File: src/rtl/sync_fifo_wr_arbiter.sv
// Round-robin write arbiter: grants one requester at a time a burst into a
// synchronous FIFO, releasing on the last beat or the burst cap.
`ifndef DATA_WIDTH
`define DATA_WIDTH 8
`endif

module sync_fifo_wr_arbiter #(
  parameter int NUM_REQ    = 4,
  parameter int DATA_WIDTH = `DATA_WIDTH,
  parameter int BURST_MAX  = 8,
  parameter int ID_WIDTH   = $clog2(NUM_REQ)
) (
  input  logic                          i_clk,
  input  logic                          i_rst_n,
  input  logic [NUM_REQ-1:0]            i_req_valid,
  input  logic [NUM_REQ-1:0]            i_req_last,
  input  logic [NUM_REQ*DATA_WIDTH-1:0] i_req_data,
  output logic [NUM_REQ-1:0]            o_req_ready,
  output logic                          o_valid_s,
  output logic [DATA_WIDTH-1:0]         o_datain,
  output logic [ID_WIDTH-1:0]           o_src_id,
  input  logic                          i_ready_s,
  input  logic                          i_almostfull,
  output logic [NUM_REQ-1:0]            o_grant,
  output logic                          o_busy
);

  localparam int CNT_W = $clog2(BURST_MAX + 1);

  typedef enum logic {IDLE, GRANT} state_t;

  state_t                state_q, state_d;
  logic [ID_WIDTH-1:0]   rr_ptr_q, rr_ptr_d;
  logic [ID_WIDTH-1:0]   src_id_q, src_id_d;
  logic [CNT_W-1:0]      beat_cnt_q, beat_cnt_d;
  logic [NUM_REQ-1:0]    grant_q, grant_d;

  logic                  sel_valid;
  logic                  sel_last;
  logic [DATA_WIDTH-1:0] sel_data;
  logic                  win_found;
  logic [ID_WIDTH-1:0]   win_id;
  logic                  busy;
  logic                  beat;
  logic                  release_burst;

  // Granted requester's signals, selected by the one-hot grant register.
  always_comb begin
    sel_valid = 1'b0;
    sel_last  = 1'b0;
    sel_data  = '0;
    for (int k = 0; k < NUM_REQ; k++) begin
      if (grant_q[k]) begin
        sel_valid = i_req_valid[k];
        sel_last  = i_req_last[k];
        sel_data  = i_req_data[k*DATA_WIDTH +: DATA_WIDTH];
      end
    end
  end

  // First valid requester scanning upward from rr_ptr, wrapping at NUM_REQ.
  always_comb begin
    logic [ID_WIDTH-1:0] idx;
    idx       = '0;
    win_found = 1'b0;
    win_id    = '0;
    for (int i = 0; i < NUM_REQ; i++) begin
      idx = ID_WIDTH'((int'(rr_ptr_q) + i) % NUM_REQ);
      if (!win_found && i_req_valid[idx]) begin
        win_found = 1'b1;
        win_id    = idx;
      end
    end
  end

  assign busy          = (state_q == GRANT);
  assign beat          = busy & sel_valid & i_ready_s;
  assign release_burst = beat & (sel_last | (beat_cnt_q == CNT_W'(BURST_MAX - 1)));

  always_comb begin
    state_d    = state_q;
    rr_ptr_d   = rr_ptr_q;
    src_id_d   = src_id_q;
    beat_cnt_d = beat_cnt_q;
    grant_d    = grant_q;
    case (state_q)
      IDLE: begin
        beat_cnt_d = '0;
        if (win_found && !i_almostfull) begin
          state_d  = GRANT;
          src_id_d = win_id;
          grant_d  = NUM_REQ'(1) << win_id;
        end
      end
      GRANT: begin
        if (release_burst) begin
          state_d    = IDLE;
          beat_cnt_d = '0;
          grant_d    = '0;
          rr_ptr_d   = ID_WIDTH'((int'(src_id_q) + 1) % NUM_REQ);
        end else if (beat) begin
          beat_cnt_d = beat_cnt_q + CNT_W'(1);
        end
      end
      default: state_d = IDLE;
    endcase
  end

  always_ff @(posedge i_clk or negedge i_rst_n) begin
    if (!i_rst_n) begin
      state_q    <= IDLE;
      rr_ptr_q   <= '0;
      src_id_q   <= '0;
      beat_cnt_q <= '0;
      grant_q    <= '0;
    end else begin
      state_q    <= state_d;
      rr_ptr_q   <= rr_ptr_d;
      src_id_q   <= src_id_d;
      beat_cnt_q <= beat_cnt_d;
      grant_q    <= grant_d;
    end
  end

  // FIFO side is a zero-latency pass-through of the granted requester.
  assign o_busy      = busy;
  assign o_grant     = grant_q;
  assign o_src_id    = src_id_q;
  assign o_valid_s   = busy & sel_valid;
  assign o_datain    = busy ? sel_data : '0;
  assign o_req_ready = grant_q & {NUM_REQ{busy & i_ready_s}};

endmodule

File: config.mk
export PLATFORM = sky130hd
export DESIGN_NAME = sync_fifo_wr_arbiter
export DESIGN_NICKNAME = d
export VERILOG_FILES = /design/src/rtl/sync_fifo_wr_arbiter.sv
export SDC_FILE = /design/constraint.sdc
export NUM_CORES = 1
export LEC_CHECK = 0
export BUFFER_PORTS_ARGS = -buffer_cell sky130_fd_sc_hd__buf_2
export CAP_MARGIN = 5
export CORE_MARGIN = 8
export CORE_UTILIZATION = 46
export CTS_CLUSTER_DIAMETER = 120
export CTS_CLUSTER_SIZE = 16
export DETAILED_ROUTE_END_ITERATION = 8
export PLACE_DENSITY = 0.85
export SYNTH_ARGS = -nofsm -noshare
export SYNTH_HDL_FRONTEND = slang
export SYNTH_SLANG_ARGS = --single-unit
export TNS_END_PERCENT = 50
File: constraint.sdc
create_clock -name i_clk -period 4.8 [get_ports i_clk]
set_input_delay 0.48 -clock i_clk [delete_from_list [all_inputs] [get_ports i_clk]]
set_output_delay 0.48 -clock i_clk [all_outputs]
set_load 0.01 [all_outputs]
==> impl_metrics.csv <==
group,metric,value,unit
placed_design,post-dp-hpwl,2753,um
critical_path,worstPathCellList,"nor2b_1 > a221oi_1 > nor3_1 > a21oi_1 > nor2_1 > buf_2",
critical_path,rr_worst_depth,5,
placed_design,gp_congestion,0.7987,
clocking,hold_buffers,0,
synthesis,synthCells,139,
synthesis,async_flop_share,100.0,%
synthesis,synthFlopType,"dfrtp_1",
critical_path,critical_path_class,"flop to output pin",
timing,final.min_clock_period,2463,ps
critical_path,critPathCaptureType,"output pin",
routing,vias,1310,
synthesis,synth_enable_flop_cells,0,
clocking,cts_made_buffers,3,
synthesis,syn-num-nets,184,
routing,wl_per_cell,15.44,um
job,max-cap-violations,0,
routing,vias_per_cell,5.822,
placed_design,port_buffers,63,
die,rows,17,
global_routing,grtUsageMet1,15.97,%
die,io_pins,64,
global_routing,top_usage_layer,"met2",
routing,drt_iter0_markers,117,
finish,antenna_cells,0,
timing,fin_tns_setup,0,ps
timing,slew_headroom,54.94,%
global_routing,grt_pass1_wl,5685,um
power_and_ir_drop,ir_drop,0.0003344,V
synthesis,ys_types,35,
synthesis,synth_top_area_share,31.10,%
synthesis,syn_area,1046,um^2
global_routing,met2_usage,29.91,%
die,fp.dieArea,4056,um^2
run_status,outcome,"completed",
critical_path,worstReg2RegStart,"o_grant[3]$_DFFE_PN0P_",
critical_path,worst-path-buf-inv,1,
timing,setup_violations,0,
critical_path,cp-start-kind,"flop",
critical_path,worst_path_dominant_cell_family,"simple AND/OR/NAND/NOR gates",
clocking,root_buffer,"clkbuf_4",
clocking,htree_levels,1,
global_routing,antenna_found_initial,0,
synthesis,synth.avg_cell_area,7.525,um^2
global_routing,grt_max_degree,25,
timing,rsz0062_at_grt,"false",
timing,max_clock_freq,406.0,MHz
finish,fin_nets,243,
critical_path,r2r_end,"beat_cnt_q[3]$_DFFE_PN0P_",
routing,detail_route.first_pass.iterations,4,
die,core,2191,um^2
global_routing,grt_overflow_total,0,
critical_path,r2r_slack,2520,ps
clocking,clk_pin_slew,80,ps
timing,worstMarginPinSlew,675.9,ps
power_and_ir_drop,fin_total_pwr,0.8420,mW
power_and_ir_drop,p_per_area,607.4,nW/um^2
finish,area_delta_synth_final,32.54,%
critical_path,cp-startpoint,"o_grant[1]$_DFFE_PN0P_",
synthesis,seq_area_frac_synth,31.10,%
critical_path,arrival,1980,ps
synthesis,yosysTopAreaCell,"dfrtp_1",
critical_path,crit_path_end,"o_datain[0]",
global_routing,globalRouteMet3Util,7.774,%
power_and_ir_drop,leakage,0.7011,nW
clocking,clk-insertion-delay-late,290,ps
finish,drive_above_1_share,36.04,%
critical_path,crit_fanout,17,
die,start_util,47.74,%
timing,skew,3.959,ps
routing,routed_wl,3473,um
clocking,post_cts_resized,0,
synthesis,ys_warn_count,0,
critical_path,required,4320,ps
timing,period_share,51.32,%
timing,hold_violations,0,
critical_path,slowest_stage,"dfrtp_1",
critical_path,worstSetupPathDepth,6,
routing,antenna_left,0,
synthesis,yosysMostFrequentCell,"a21oi_1",
die,die_height,63.69,um
clocking,cts_setup_buffers,0,
die,fp.dieW,63.69,um
synthesis,synth_common_cells,"a21oi_1 (19), dfrtp_1 (13), nand2_1 (13)",
synthesis,yosys_register_bits,13,
routing,drcViolationCount,0,
clocking,cts_num_sinks,13,
synthesis,synth_area_leaders,"dfrtp_1 (31%), a21oi_1 (9.1%), a221oi_1 (6.7%)",
clocking,cts_tree,"built",
global_routing,grt.total_usage,16.72,%
min_path,hp-class,"input port to asynchronous set/reset pin",
critical_path,critical_path.max_stage_delay,570,ps
clocking,clk_path_buf_depth,2,
timing,slew_viol_final,0,
global_routing,grt_pass1_vias,1269,
-- where the power goes --
group          internal, mW  switching (mW)
combinational         0.237           0.270
sequential            0.158           0.106
clock                0.0323          0.0389
-- sequential cells by signal, summed over array words and instances, names as in the netlist --
register    count
rr_ptr_q        2
o_src_id        2
o_grant         4
beat_cnt_q      4
o_busy          1
-- per-stage QoR --
step / hold slack (ps) / instances / worst slack (ps) / cell area (um^2) / utilization, %
after floorplan: 184.4 / 139 / 3028 / 1046 / -
after global placement: 375.0 / 221 / 2717 / 1360 / 62.08
after detailed placement: 380.3 / 221 / 2578 / 1360 / 62.08
after CTS: 66.49 / 225 / 2315 / 1386 / 63.28
after global routing: 74.26 / 225 / 2147 / 1386 / 63.28
final: 66.09 / 225 / 2337 / 1386 / 63.28
-- layer usage --
metal | vias to the layer above | wire length [um]
li1 | 623 | -
met1 | 599 | 1351
met2 | 83 | 1651
met3 | 5 | 422
met4 | 0 | 48
met5 | - | 0
-- cell families (layout without fill, tap and decap cells) --
logic type      count (synthesis)  count (layout)  share of synthesized area [%]
compound gates                 45              45                          27.99
xor+xnor                        1               1                         0.8375
simple gates                   65              65                          32.89
fa+ha+maj                       1               1                          1.196
mux                             1               1                          1.076
flops                          13              13                          31.10
buf+inv                        13              71                          4.903
-- how the worst min path moves through the flow --
stage                  from                         to  slack, ps  cells past startpoint
finish              i_rst_n           o_busy$_DFF_PN0_         70                      1
global route        i_rst_n     o_grant[1]$_DFFE_PN0P_         70                      1
CTS                 i_rst_n     o_grant[1]$_DFFE_PN0P_         70                      1
detailed placement  i_rst_n  beat_cnt_q[1]$_DFFE_PN0P_        380                      1
global placement    i_rst_n  beat_cnt_q[2]$_DFFE_PN0P_        380                      1
floorplan           i_rst_n  beat_cnt_q[0]$_DFFE_PN0P_        180                      0
-- cells in the final DEF (no fill, tap or decap), types with 2 or more instances in the layout --
| cell type | count |
|---|---|
| and2_1 | 2 |
| nor3_1 | 7 |
| a211oi_1 | 2 |
| inv_1 | 4 |
| a221oi_1 | 8 |
| nand3b_1 | 3 |
| a21oi_1 | 19 |
| o21ai_0 | 7 |
| dfrtp_1 | 13 |
| nand2b_1 | 5 |
| o22ai_1 | 2 |
| nand3_1 | 3 |
| nor2_1 | 12 |
| clkbuf_4 | 3 |
| nor2b_1 | 9 |
| and3_1 | 5 |
| buf_2 | 63 |
| nand2_1 | 13 |
-- final cells by class --
cell class,count,area [um^2]
clock buffers,4,26.28
fillers,200,804.5
inverters,4,15.01
multi-input cells,113,669.4
flip-flops and latches,13,325.3
well taps,28,35.03
repair buffers,63,315.3
Note: power is estimated with default switching activity, not from simulation.
